$ cat src/rtl/cv32e40x_pkg.sv
// Core-wide types shared between the CV32E40X pipeline and its trace helpers.
package cv32e40x_pkg;

    // Outcome of the MPU check attached to an instruction-side OBI response.
    typedef enum logic [1:0] {
        MPU_OK       = 2'h0,
        MPU_RE_FAULT = 2'h1,
        MPU_WR_FAULT = 2'h2
    } mpu_status_e;

endpackage

$ cat src/rtl/cv32e40x_rvfi_pkg.sv
// Types used by the RVFI instruction tracker to present IF-aligned fetch data.
package cv32e40x_rvfi_pkg;

    import cv32e40x_pkg::*;

    // One instruction as seen by IF: the address phase that fetched its first
    // halfword plus the (possibly two-word) response it was assembled from.
    typedef struct packed {
        logic [31:0] req_payload;
        logic [31:0] rdata;
        logic        err;
        mpu_status_e mpu_status;
    } rvfi_obi_instr_t;

    // Protocol errors the tracker can flag.
    typedef enum logic [1:0] {
        TRK_ERR_NONE      = 2'h0,
        TRK_ERR_OVERFLOW  = 2'h1,
        TRK_ERR_UNDERFLOW = 2'h2
    } rvfi_trk_err_e;

endpackage

$ cat src/rtl/cv32e40x_rvfi_instr_ptrs.sv
// Pointer and counter bookkeeping for the RVFI instruction tracker FIFO.
// Pointers carry one extra wrap bit so full and empty are distinguishable.
module cv32e40x_rvfi_instr_ptrs #(
    parameter int DEPTH           = 4,
    parameter int MAX_OUTSTANDING = 2
) (
    input  logic                   clk,
    input  logic                   rst,
    input  logic                   accept_i,
    input  logic                   resp_valid_i,
    input  logic                   pop_i,
    input  logic                   kill_i,
    output logic [$clog2(DEPTH):0] rptr_o,
    output logic [$clog2(DEPTH):0] wptr_req_o,
    output logic [$clog2(DEPTH):0] wptr_resp_o,
    output logic [$clog2(DEPTH):0] level_o,
    output logic [$clog2(DEPTH):0] outstanding_o,
    output logic                   push_o,
    output logic                   resp_o,
    output logic                   overflow_o,
    output logic                   underflow_o
);

    localparam int          PW         = $clog2(DEPTH);
    localparam logic [PW:0] PTR_ONE    = (PW + 1)'(1);
    localparam logic [PW:0] FULL_LEVEL = (PW + 1)'(DEPTH);
    localparam logic [PW:0] MAX_OUT    = (PW + 1)'(MAX_OUTSTANDING);

    logic [PW:0] rptr_q, rptr_d;
    logic [PW:0] wptr_req_q, wptr_req_d;
    logic [PW:0] wptr_resp_q, wptr_resp_d;
    logic [PW:0] outst_q, outst_d;
    logic [PW:0] level;
    logic        overflow_q, overflow_d;
    logic        underflow_q, underflow_d;
    logic        ovf_evt, unf_evt, push, resp_ok, pop_ok;

    // Next-state for pointers, in-flight count and sticky error flags
    always_comb begin
        level       = wptr_req_q - rptr_q;
        // A rejected push leaves every pointer and counter untouched
        ovf_evt     = accept_i & (((level == FULL_LEVEL) & ~pop_i) |
                                  ((outst_q == MAX_OUT) & ~resp_valid_i));
        push        = accept_i & ~ovf_evt;
        resp_ok     = resp_valid_i & (outst_q != '0);
        pop_ok      = pop_i & (level != '0);
        unf_evt     = (resp_valid_i & (outst_q == '0)) | (pop_i & (level == '0));

        wptr_req_d  = push    ? wptr_req_q + PTR_ONE  : wptr_req_q;
        wptr_resp_d = resp_ok ? wptr_resp_q + PTR_ONE : wptr_resp_q;

        outst_d = outst_q;
        if (push && !resp_ok) begin
            outst_d = outst_q + PTR_ONE;
        end else if (!push && resp_ok) begin
            outst_d = outst_q - PTR_ONE;
        end

        // Kill skips every slot still owed a response; a same-cycle accept
        // lands at the old wptr_req and so becomes the next readable entry.
        rptr_d = rptr_q;
        if (kill_i) begin
            rptr_d = wptr_resp_q + outst_q;
        end else if (pop_ok) begin
            rptr_d = rptr_q + PTR_ONE;
        end

        overflow_d  = overflow_q | ovf_evt;
        underflow_d = underflow_q | unf_evt;
    end

    // State registers; reset wins over kill, push and pop
    always_ff @(posedge clk) begin
        if (rst) begin
            rptr_q      <= '0;
            wptr_req_q  <= '0;
            wptr_resp_q <= '0;
            outst_q     <= '0;
            overflow_q  <= 1'b0;
            underflow_q <= 1'b0;
        end else begin
            rptr_q      <= rptr_d;
            wptr_req_q  <= wptr_req_d;
            wptr_resp_q <= wptr_resp_d;
            outst_q     <= outst_d;
            overflow_q  <= overflow_d;
            underflow_q <= underflow_d;
        end
    end

    assign rptr_o        = rptr_q;
    assign wptr_req_o    = wptr_req_q;
    assign wptr_resp_o   = wptr_resp_q;
    assign level_o       = level;
    assign outstanding_o = outst_q;
    assign push_o        = push;
    assign resp_o        = resp_ok;
    assign overflow_o    = overflow_q;
    assign underflow_o   = underflow_q;

endmodule

$ cat src/rtl/cv32e40x_rvfi_instr_tracker.sv
// Tracks instruction-side OBI transactions and re-presents them aligned to
// what IF actually consumes (compressed pairs, misaligned 32-bit instructions).
module cv32e40x_rvfi_instr_tracker
    import cv32e40x_pkg::*;
    import cv32e40x_rvfi_pkg::*;
#(
    parameter int DEPTH           = 4,
    parameter int MAX_OUTSTANDING = 2
) (
    input  logic                   clk,
    input  logic                   rst,
    input  logic                   trans_valid_i,
    input  logic                   trans_ready_i,
    input  logic [31:0]            req_addr_i,
    input  logic                   resp_valid_i,
    input  logic [31:0]            resp_rdata_i,
    input  logic                   resp_err_i,
    input  mpu_status_e            mpu_status_i,
    input  logic                   prefetch_valid_i,
    input  logic                   prefetch_ready_i,
    input  logic [31:0]            prefetch_addr_i,
    input  logic                   prefetch_compressed_i,
    input  logic                   kill_if_i,
    output rvfi_obi_instr_t        instr_o,
    output logic [$clog2(DEPTH):0] level_o,
    output logic [$clog2(DEPTH):0] outstanding_o,
    output logic                   overflow_o,
    output logic                   underflow_o
);

    localparam int PW = $clog2(DEPTH);

    if ((DEPTH < 4) || ((DEPTH & (DEPTH - 1)) != 0)) begin : gen_bad_depth
        $error("cv32e40x_rvfi_instr_tracker: DEPTH must be a power of 2 and >= 4");
    end
    if ((MAX_OUTSTANDING < 1) || (MAX_OUTSTANDING > DEPTH - 1)) begin : gen_bad_max_out
        $error("cv32e40x_rvfi_instr_tracker: MAX_OUTSTANDING must be in 1..DEPTH-1");
    end

    logic [PW:0]  rptr, rptr_nxt, wptr_req, wptr_resp;
    logic         accept, pop, push, resp_ok;
    logic         unused_addr;

    logic [31:0]  addr_q  [DEPTH];
    logic [31:0]  rdata_q [DEPTH];
    logic         err_q   [DEPTH];
    mpu_status_e  mpu_q   [DEPTH];

    logic [31:0]  cur_rdata, nxt_rdata;
    logic         cur_err, nxt_err;
    mpu_status_e  cur_mpu, nxt_mpu;

    assign accept      = trans_valid_i & trans_ready_i;
    // A compressed instruction in the low half leaves the word for its partner
    assign pop         = prefetch_valid_i & prefetch_ready_i &
                         (~prefetch_compressed_i | (prefetch_addr_i[1:0] == 2'b10));
    assign rptr_nxt    = rptr + (PW + 1)'(1);
    assign unused_addr = ^prefetch_addr_i[31:2];

    cv32e40x_rvfi_instr_ptrs #(
        .DEPTH           (DEPTH),
        .MAX_OUTSTANDING (MAX_OUTSTANDING)
    ) u_ptrs (
        .clk           (clk),
        .rst           (rst),
        .accept_i      (accept),
        .resp_valid_i  (resp_valid_i),
        .pop_i         (pop),
        .kill_i        (kill_if_i),
        .rptr_o        (rptr),
        .wptr_req_o    (wptr_req),
        .wptr_resp_o   (wptr_resp),
        .level_o       (level_o),
        .outstanding_o (outstanding_o),
        .push_o        (push),
        .resp_o        (resp_ok),
        .overflow_o    (overflow_o),
        .underflow_o   (underflow_o)
    );

    // Entry storage: address phase and response phase fill different slots
    always_ff @(posedge clk) begin
        if (rst) begin
            for (int i = 0; i < DEPTH; i++) begin
                addr_q[i]  <= '0;
                rdata_q[i] <= '0;
                err_q[i]   <= 1'b0;
                mpu_q[i]   <= MPU_OK;
            end
        end else begin
            if (push) begin
                addr_q[wptr_req[PW-1:0]] <= req_addr_i;
            end
            if (resp_ok) begin
                rdata_q[wptr_resp[PW-1:0]] <= resp_rdata_i;
                err_q[wptr_resp[PW-1:0]]   <= resp_err_i;
                mpu_q[wptr_resp[PW-1:0]]   <= mpu_status_i;
            end
        end
    end

    // Assemble the IF-aligned packet from the current and following word
    always_comb begin
        // Full-pointer compare: a completely filled FIFO whose responses have
        // all arrived shares rptr's index with wptr_resp but must not bypass.
        cur_rdata = rdata_q[rptr[PW-1:0]];
        cur_err   = err_q[rptr[PW-1:0]];
        cur_mpu   = mpu_q[rptr[PW-1:0]];
        if (rptr == wptr_resp) begin
            cur_rdata = resp_rdata_i;
            cur_err   = resp_err_i;
            cur_mpu   = mpu_status_i;
        end

        nxt_rdata = rdata_q[rptr_nxt[PW-1:0]];
        nxt_err   = err_q[rptr_nxt[PW-1:0]];
        nxt_mpu   = mpu_q[rptr_nxt[PW-1:0]];
        if (rptr_nxt == wptr_resp) begin
            nxt_rdata = resp_rdata_i;
            nxt_err   = resp_err_i;
            nxt_mpu   = mpu_status_i;
        end

        instr_o             = '0;
        instr_o.req_payload = addr_q[rptr[PW-1:0]];
        if (prefetch_compressed_i) begin
            instr_o.rdata      = prefetch_addr_i[1] ? {16'h0, cur_rdata[31:16]}
                                                    : {16'h0, cur_rdata[15:0]};
            instr_o.err        = cur_err;
            instr_o.mpu_status = cur_mpu;
        end else if (!prefetch_addr_i[1]) begin
            instr_o.rdata      = cur_rdata;
            instr_o.err        = cur_err;
            instr_o.mpu_status = cur_mpu;
        end else begin
            instr_o.rdata      = {nxt_rdata[15:0], cur_rdata[31:16]};
            instr_o.err        = cur_err | nxt_err;
            instr_o.mpu_status = (nxt_mpu != MPU_OK) ? MPU_RE_FAULT : cur_mpu;
        end
    end

endmodule

$ cat config.mk
export PLATFORM = sky130hd
export DESIGN_NAME = cv32e40x_rvfi_instr_tracker
export DESIGN_NICKNAME = d
export VERILOG_FILES = /design/src/rtl/cv32e40x_pkg.sv /design/src/rtl/cv32e40x_rvfi_pkg.sv /design/src/rtl/cv32e40x_rvfi_instr_ptrs.sv /design/src/rtl/cv32e40x_rvfi_instr_tracker.sv
export SDC_FILE = /design/constraint.sdc
export NUM_CORES = 1
export LEC_CHECK = 0
export CORE_MARGIN = 2
export CORE_UTILIZATION = 35
export CTS_CLUSTER_SIZE = 28
export DETAILED_ROUTE_END_ITERATION = 10
export GPL_ROUTABILITY_DRIVEN = 1
export PLACE_DENSITY = 0.62
export SYNTH_ARGS = -nofsm -noshare
export SYNTH_HDL_FRONTEND = slang
export SYNTH_SLANG_ARGS = --single-unit
$ cat constraint.sdc
create_clock -name clk -period 3.05 [get_ports clk]
set_clock_uncertainty 0.15 [all_clocks]
set_input_delay 0.61 -clock clk [delete_from_list [all_inputs] [get_ports clk]]
set_output_delay 0.61 -clock clk [all_outputs]
set_load 0.01 [all_outputs]
# Yosys cells after proc, flatten, opt, wreduce, memory -nomap -nowiden
# Memories as Yosys holds them, arrays and structs flattened. A register that Yosys moved wholly into a read port is not among the register bits.
# Index checks and enable logic that the tools add are counted.
# op_classes
add_sub_neg,7
n_reduce_logical,15
n_bitwise,21
eq_ne,5
n_mux,42
# ops
op,n
$mux 32,3
$mux 35,2
$reduce_or 32->1,2
$mux 16,2
$mux 2,16
$mux 1,15
$add 3x1->3 const B,4
$mux 3,4
$and 1x1->1,11
$eq 3x3->1,2
$logic_not 3->1,2
$or 1x1->1,6
$reduce_bool 2->1,3
$reduce_bool 3->1,2
$not 1->1,4
$add 3x3->3,1
$eq 3x2->1 const B,1
$eq 3x3->1 const B,1
$sub 3x1->3 const B,1
$sub 3x3->3,1
$eq 2x2->1 const B,1
$logic_and 1x1->1,2
$logic_not 1->1,2
$reduce_or 2->1,1
$reduce_or 1->1,1
# word_totals
ff_bits,14
ramBits,268
out_inout_bits,75
mem_count,4
# mem_list
name,depth,width,read_ports,rd_clocked_by_memory_dff,wr,line_no,rtl
addr_q,4,32,1,1,4,cv32e40x_rvfi_instr_tracker.sv:44,logic [31:0] addr_q [DEPTH];
rdata_q,4,32,2,1,4,cv32e40x_rvfi_instr_tracker.sv:45,logic [31:0] rdata_q [DEPTH];
mpu_q,4,2,2,1,4,cv32e40x_rvfi_instr_tracker.sv:47,mpu_status_e mpu_q [DEPTH];
err_q,4,1,2,1,4,cv32e40x_rvfi_instr_tracker.sv:46,logic err_q [DEPTH];

# Longest topological paths before layout
# Gate-level depths: netlist of the first run.
# logic_depth
ltp_word,14
mapped_depth,12
depth_no_buf,12

# Hierarchy
# A second synthesis of the first run with hierarchy kept.
# unflattened
hier_cells,923
area_unflattened_um2,13950.9
# modules_own_cells
mod,instances,cells_per_inst,area_per_inst_um2,seq_area_each_um2
cv32e40x_rvfi_instr_tracker,1,829,13058.8,8047.7
cv32e40x_rvfi_instr_ptrs,1,94,892.1,280.3

# Worst setup path after synthesis of the first run
# No wires, ideal clock.
# synth_timing
path_kind,register to register
from,register u_ptrs.wptr_req_q[0] (netlist: u_ptrs.wptr_req_o[0])
to,register u_ptrs.outst_q[2] (netlist: u_ptrs.outstanding_o[2])
stages_incl_launch_ff,13
path_buffers,0
path_slack_ps,-151
arrival_ps,2981
period_less_slack_ps,3201
path_cell_list,dfxtp_1 -> inv_1 -> ha_1 -> fa_1 -> xnor3_2 -> nor3_4 -> a21oi_1 -> ha_1 -> inv_1 -> fa_1 -> xor2_1 -> or3_2 -> a21oi_1
# synth_via
elab_chain_len,10
# synth_lines
item,line_no,rtl
from (decl),cv32e40x_rvfi_instr_ptrs.sv:30,"logic [PW:0] wptr_req_q, wptr_req_d;"
from (signal assigned),cv32e40x_rvfi_instr_ptrs.sv:83,wptr_req_q <= wptr_req_d;
$sub 3x3->3 (*),cv32e40x_rvfi_instr_ptrs.sv:40,level = wptr_req_q - rptr_q;
$eq 3x3->1 (*),cv32e40x_rvfi_instr_ptrs.sv:42,ovf_evt = accept_i & (((level == FULL_LEVEL) & ~pop_i) |
$and 1x1->1 (*),cv32e40x_rvfi_instr_ptrs.sv:42,
$or 1x1->1 (*),cv32e40x_rvfi_instr_ptrs.sv:42,
$and 1x1->1 (*),cv32e40x_rvfi_instr_ptrs.sv:42,
$not 1->1 (*),cv32e40x_rvfi_instr_ptrs.sv:44,push = accept_i & ~ovf_evt;
$and 1x1->1 (*),cv32e40x_rvfi_instr_ptrs.sv:44,
named net push,cv32e40x_rvfi_instr_tracker.sv:41,"logic accept, pop, push, resp_ok;"
$logic_not 1->1,cv32e40x_rvfi_instr_ptrs.sv:55,end else if (!push && resp_ok) begin
$logic_and 1x1->1,cv32e40x_rvfi_instr_ptrs.sv:55,
$reduce_bool 2->1 (no line),n/a,
to (signal assigned),cv32e40x_rvfi_instr_ptrs.sv:85,outst_q <= outst_d;
to (decl),cv32e40x_rvfi_instr_ptrs.sv:32,"logic [PW:0] outst_q, outst_d;"
# The timed path passes the listed nets; every way through them passes the cells marked *.
# A chain may end at the register's enable or synchronous reset.

==> impl_metrics.ini, run 1 <==
[layout]
leading_cell_type_in_the_layout_fill_and_taps_excluded = sky130_fd_sc_hd__edfxtp_1
drive_gt1_share_pct = 38.5
area_overhead_vs_synth_pct = 36.1
layout.cells.most_common_list = sky130_fd_sc_hd__edfxtp_1 (268), sky130_fd_sc_hd__and2_1 (230), sky130_fd_sc_hd__buf_4 (126)
finish.instance_area_mm2 = 0.0191
final.fill_count = 3469
layout.cells.non_filler = 1773
final_util_pct = 48.1
final_net_count = 1340

[worst_setup_path]
worst_path_largest_cell_delay_ps = 480
crit_fanout = 6
critical_path.top_delay_family = buffers and inverters
endpoint_kind = output pin
critical_path.cell_chain = xor3_2 -> nor3_4 -> buf_6 -> buf_12 -> buf_12 -> buf_6 -> a21oi_4 -> a221oi_2 -> buf_2
worstSetupPathType = register to output pin
cp.arrival_ps = 2530
worst_r2r_path_depth = 12
critical_path.reg2reg.endpoint = u_ptrs.outstanding_o[2]$_SDFFE_PP0P_
reg2reg_slack_ps = 70
timing.critical_path.from_type = register
critical_path_required_ps = 2290
timing.critical_path.slowest_stage_cell = sky130_fd_sc_hd__xor3_2
timing.critical_path.buf_inv = 5
timing.rr.start = u_ptrs.rptr_o[0]$_SDFFE_PP0N_

[global_routing]
initial_antenna_violation_count = 5
number_of_global_route_vias_before_repair = 9468
grt_max_degree = 39
grtUsageTotal_pct = 18.2
global_route_wire_length_before_repair_um = 57200
overflow = 0

[sta]
rsz_0062_raised_after_global_routing = true
worst_pin_slew_ps = 537
finalCriticalPeriod_ps = 3290
final-max-slew-violation-count = 0
min_period_over_period_pct = 108
totalNegativeSetupSlack_ps = -3480
final-setup-viol-count = 25
timing.final.hold_violations = 0
max-slew-margin-rel_pct = 63.3
final_critical_path_setup_slack_ps = -237
fmax_mhz = 304
hold-worst-slack_ps = 369

[run]
number_of_maximum_capacitance_violations = 0

[pwr]
power-per-cell-area_mw_per_mm2 = 744
worst_ir_drop_vdd_v = 0.000392
total_power_mw = 14.2
static_leakage_nw = 7.26

[synthesis]
synth_cells = 925
synth_seq_area_share_pct = 59.8
synth-main-ff-cell = sky130_fd_sc_hd__edfxtp_1
synth_largest_type_area_fraction_pct = 57.5
mappedNetlistNets = 1042
synthTopCellsByArea = sky130_fd_sc_hd__edfxtp_1 (57%), sky130_fd_sc_hd__mux4_2 (14%), sky130_fd_sc_hd__and2_1 (10%)
synth.ff_latch_count = 284
syn_area_mm2 = 0.0140
synth-edff-count = 268
ys_types = 49
cell_taking_the_most_area_after_synthesis = sky130_fd_sc_hd__edfxtp_1
postSynth.asyncResetShare_pct = 0
synth_warnings = 0
synthesis.area_per_instance_um2 = 15.1

[worst_hold_path]
hold_path_end = u_ptrs.overflow_o$_SDFF_PP0_
hold_path_class = register to register
hold_depth = 2
hp-start = u_ptrs.overflow_o$_SDFF_PP0_

[placement]
detailedPlacementHpwl_um = 22900
dpl_cell_area_mm2 = 0.0172
dpl_worst_slack_ps = -327
total_instance_count_after_detailed_placement = 1666
routabilityCongestion = 0.746
place.port_buffers = 152

[cts]
insertion_delay_ps = 560
clk_path_buf_depth = 3
clk_transition_reported_paths_ps = 60
numCtsBuffers = 31
cts.sinks = 284
tritoncts = done
cts.htree.levels = 1
cts.root.buffer_cell = sky130_fd_sc_hd__clkbuf_16

[route]
avgRoutedWirePerCell_um = 21.3
num_vias = 8972
detail_route.first_pass.iterations = 5
drt_iter0_markers = 494
detail_route.vias_per_cell = 5.06
antenna_left = 0
post-route-drc-count = 0
wirelength_um = 37800

[die]
die_w_um = 204
design.portCount = 183
coreArea_mm2 = 0.0396
placement_rows = 73
die_y_um = 204
die-area_mm2 = 0.0416
start_util_pct = 35.3

[run_status]
status = finished, violations left
violations = setup timing
[what timing repair did]
item	4_1_cts	5_1_grt
endpoints found under the setup margin	70	42
setup buffers	29	20
gates resized for setup	244	70
cloned	5	1
pin swaps	31	15
hold buffers	0	0
[kinds of logic after synthesis]
logic type | synth area share, %
DFF | 59.8
and+or+nand+nor | 15.1
xor gates and xnor gates | 1.03
buffers and inverters | 2.35
adders and majority gates | 0.965
AOI/OAI and AO/OA | 3.17
muxes | 17.6
[metal layers]
metal	track usage, %	wire, um	up-vias
li1	-	-	4078
met3	3.59	2310	47
met1	23.5	15700	4591
met2	31.6	19000	252
met4	4.48	727	4
met5	0	26	-
[worst max path at each step]
stage / from / end / slack (ps) / cells after the start
final: u_ptrs.rptr_o[2]$_SDFFE_PP0N_ / instr_o[30] / -240 / 9
after global routing: u_ptrs.rptr_o[1]$_SDFFE_PP0N_ / instr_o[30] / -340 / 10
after CTS: u_ptrs.rptr_o[0]$_SDFFE_PP0N_ / instr_o[34] / -420 / 8
after detailed placement: mpu_status_i[1] / instr_o[0] / -330 / 6
after global placement: u_ptrs.rptr_o[0]$_SDFFE_PP0N_ / instr_o[23] / -340 / 8
after floorplan: u_ptrs.wptr_req_o[0]$_SDFFE_PP0P_ / u_ptrs.outstanding_o[2]$_SDFFE_PP0P_ / 7 / 12
[flip-flops by register name (all words and copies together) (netlist names), named ones only]
signal / cells
u_ptrs.wptr_req_o: 3
u_ptrs.outstanding_o: 3
u_ptrs.wptr_resp_o: 3
u_ptrs.rptr_o: 3
u_ptrs.underflow_o: 1
err_q: 4
addr_q: 128
u_ptrs.overflow_o: 1
rdata_q: 128
mpu_q: 8
[where the power goes]
group / internal (mW) / switching, mW
clock network: 1.93 / 1.49
logic: 3.15 / 2.76
registers: 4.70 / 0.154
[worst register-to-register path: cells and delay by family (launching register included)]
| family | cells | cell delay, ps |
|---|---|---|
| AND/OR/NAND/NOR | 2 | 380 |
| buffers and inverters | 2 | 200 |
| AO/OA/AOI/OAI | 2 | 280 |
| adder cells (fa/ha/maj) | 4 | 1140 |
| flip-flops | 1 | 340 |
| XOR/XNOR | 2 | 430 |
[cell type report]
cell class	instances	area (um^2)	share of cell area [%]
sequential	284	8380	44.0
multi-input combinational	563	5800	30.4
timing repair buffer	330	3250	17.1
clock buffer	37	798	4.19
tap	525	657	3.45
clock inverter	18	111	0.584
inverter	13	48.8	0.256
antenna	3	7.51	0.0394
[cells in the mapped netlist, types with 6 or more instances]
| cell | instances |
|---|---|
| sky130_fd_sc_hd__xnor2_1 | 7 |
| sky130_fd_sc_hd__a21oi_1 | 22 |
| sky130_fd_sc_hd__nand3_1 | 6 |
| sky130_fd_sc_hd__dfxtp_1 | 16 |
| sky130_fd_sc_hd__or2_2 | 7 |
| sky130_fd_sc_hd__a221oi_1 | 18 |
| sky130_fd_sc_hd__mux2i_1 | 53 |
| sky130_fd_sc_hd__ha_1 | 6 |
| sky130_fd_sc_hd__edfxtp_1 | 268 |
| sky130_fd_sc_hd__and2_1 | 230 |
| sky130_fd_sc_hd__mux4_2 | 85 |
| sky130_fd_sc_hd__nor2_1 | 21 |
| sky130_fd_sc_hd__inv_1 | 13 |
| sky130_fd_sc_hd__nand2_1 | 21 |
| sky130_fd_sc_hd__and2_2 | 40 |
| sky130_fd_sc_hd__clkbuf_1 | 37 |
| sky130_fd_sc_hd__buf_2 | 17 |
(Power assumes the default switching activity.)
==> run 2: changes to the inputs <==
--- a/config.mk
+++ b/config.mk
@@ -5,7 +5,6 @@
 export SDC_FILE = /design/constraint.sdc
 export NUM_CORES = 1
 export LEC_CHECK = 0
-export CORE_MARGIN = 2
 export CORE_UTILIZATION = 35
 export CTS_CLUSTER_SIZE = 28
 export DETAILED_ROUTE_END_ITERATION = 10
@@ -14,3 +13,4 @@
 export SYNTH_ARGS = -nofsm -noshare
 export SYNTH_HDL_FRONTEND = slang
 export SYNTH_SLANG_ARGS = --single-unit
+export TNS_END_PERCENT = 50
==> run 2 against run 1 <==
Against the previous run: the run still ends with setup timing left; first-iteration DRC count is 12% higher; sequential share of layout area fell by 0.62 points; non-clock buffer count down 2; combinational power increased by 2%; utilization is 1.5 points higher; register-to-register slack got worse by 50 ps; critical path depth is 3 lower.
==> impl_metrics.ini, run 2 (same netlist as run 1, synthesis figures left out) <==
[sta]
final-max-slew-violation-count = 0
min_period_over_period_pct = 104
fmax_mhz = 314
timing.final.hold_violations = 0
final-setup-viol-count = 15
final_critical_path_setup_slack_ps = -136
hold-worst-slack_ps = 384
rsz_0062_raised_after_global_routing = true
finalCriticalPeriod_ps = 3190
max-slew-margin-rel_pct = 55.9
worst_pin_slew_ps = 645

[worst_setup_path]
worstSetupPathType = register to output pin
critical_path.cell_chain = xor3_2 -> or3_4 -> a2111oi_4 -> buf_4 -> nor2_4 -> buf_6
timing.rr.start = u_ptrs.rptr_o[0]$_SDFFE_PP0N_
endpoint_kind = output pin
timing.critical_path.buf_inv = 2
worst_r2r_path_depth = 12
critical_path.top_delay_family = XOR/XNOR gates
timing.critical_path.from_type = register
cp-startpoint = u_ptrs.rptr_o[2]$_SDFFE_PP0N_
reg2reg_slack_ps = 20
worst_setup_path_endpoint = instr_o[1]
timing.critical_path.slowest_stage_cell = sky130_fd_sc_hd__xor3_2
critical_path.reg2reg.endpoint = u_ptrs.outstanding_o[2]$_SDFFE_PP0P_
crit_fanout = 3
critical_path_required_ps = 2290
worst_path_largest_cell_delay_ps = 480
timing.critical_path.depth = 6
cp.arrival_ps = 2430

[worst_hold_path]
hold_path_class = register to register

[placement]
detailedPlacementHpwl_um = 23000
routabilityCongestion = 0.771
dpl_cell_area_mm2 = 0.0172
place.port_buffers = 152

[layout]
reg.largest.list = addr_q x128, rdata_q x128, mpu_q x8
final_net_count = 1341
layout.cells.most_common_list = sky130_fd_sc_hd__edfxtp_1 (268), sky130_fd_sc_hd__and2_1 (230), sky130_fd_sc_hd__buf_4 (113)
finish.instance_area_mm2 = 0.0193
final.fill_count = 3331
area_overhead_vs_synth_pct = 38.1
leading_cell_type_in_the_layout_fill_and_taps_excluded = sky130_fd_sc_hd__edfxtp_1
drive_gt1_share_pct = 38.7

[pwr]
p_sw_mw = 4.59
power-per-cell-area_mw_per_mm2 = 774
switching_share_of_power_pct = 30.7
combinationalPowerShare_pct = 40.3
static_leakage_nw = 7.38
worst_ir_drop_vdd_v = 0.000439
power.sequential.fraction_pct = 32.5
clkPwrFrac_pct = 27.2
cell_internal_pwr_mw = 10.4

[global_routing]
grt_max_degree = 36
overflow = 0
grtUsageTotal_pct = 19.0
global_route_wire_length_before_repair_um = 57500
initial_antenna_violation_count = 1
number_of_global_route_vias_before_repair = 9334

[route]
detail_route.first_pass.iterations = 5
wirelength_um = 37900
num_vias = 8886
antenna_left = 0
post-route-drc-count = 0
detail_route.vias_per_cell = 5.03
avgRoutedWirePerCell_um = 21.4
drt_iter0_markers = 555

[run_status]
status = finished, violations left
violations = setup timing

[die]
placement_rows = 72
die-area_mm2 = 0.0408
coreArea_mm2 = 0.0390
die_y_um = 202
start_util_pct = 35.9
die_w_um = 202
design.portCount = 183

[cts]
cts.root.buffer_cell = sky130_fd_sc_hd__clkbuf_16
insertion_delay_ps = 520
tritoncts = done
clk_path_buf_depth = 3
cts.htree.levels = 2
clk_transition_reported_paths_ps = 60
numCtsBuffers = 34
cts.sinks = 284

[run]
number_of_maximum_capacitance_violations = 0
run 2: cell type report:
cell class              instances  area [um^2]  share of cell area (%)
repair buffers                328         3310                    17.1
multi-input cells             563         5820                    30.1
inverters                      13         48.8                   0.252
flip-flops and latches        284         8380                    43.4
well taps                     518          648                    3.35
diodes                          1         2.50                  0.0129
clock buffers                  41          908                    4.70
clock inverters                20          220                    1.14
run 2: routing by layer:
layer | share of wire, % | GRT usage, % | up-vias
met5 | 0 | 0 | -
met4 | 2.2 | 5.47 | 0
met3 | 6.5 | 3.98 | 54
met2 | 48 | 31.1 | 286
met1 | 43 | 25.5 | 4461
li1 | - | - | 4085
run 2: how the worst min path moves through the flow:
stage	from	slack, ps	end	depth (start not counted)
floorplan	u_ptrs.wptr_req_o[1]$_SDFFE_PP0P_	350	u_ptrs.wptr_req_o[1]$_SDFFE_PP0P_	2
global placement	u_ptrs.overflow_o$_SDFF_PP0_	370	u_ptrs.overflow_o$_SDFF_PP0_	2
detailed placement	u_ptrs.overflow_o$_SDFF_PP0_	360	u_ptrs.overflow_o$_SDFF_PP0_	2
CTS	u_ptrs.overflow_o$_SDFF_PP0_	380	u_ptrs.overflow_o$_SDFF_PP0_	2
global route	u_ptrs.underflow_o$_SDFF_PP0_	440	u_ptrs.underflow_o$_SDFF_PP0_	2
finish	u_ptrs.overflow_o$_SDFF_PP0_	380	u_ptrs.overflow_o$_SDFF_PP0_	2
run 2: per-stage QoR:
step | util [%] | std cells | setup TNS [ps] | setup WS (ps) | power (mW)
CTS | 49.3 | 1761 | -3780 | -342 | 15.0
floorplan | - | 925 | 0 | 6.74 | 7.40
global placement | 44.0 | 1650 | -5650 | -380 | 9.70
detailed placement | 44.0 | 1650 | -6450 | -380 | 9.75
global route | 49.6 | 1767 | -3280 | -221 | 15.6
finish | 49.6 | 1768 | -1110 | -136 | 15.0
run 2: tightest hold or removal path, delay by kind of cell, from the launching register on:
kind / cells / cell delay (ps)
compound gates: 1 / 110
flops: 1 / 320
simple gates: 1 / 50
run 2: power by group through the flow:
stage,Sequential (mW),Clock [mW],Combinational [mW]
detailed placement,4.93,0,4.82
floorplan,4.90,0,2.50
finish,4.86,4.07,6.03
global placement,4.91,0,4.79
global route,4.90,4.29,6.38
CTS,4.86,4.15,6.03
run 2: repair_timing:
action,4_1_cts,5_1_grt
cloned,6,0
endpoints found under the setup margin,70,36
hold buffers,0,0
pin swaps,31,18
buffers inserted,45,9
gates resized for setup,284,29
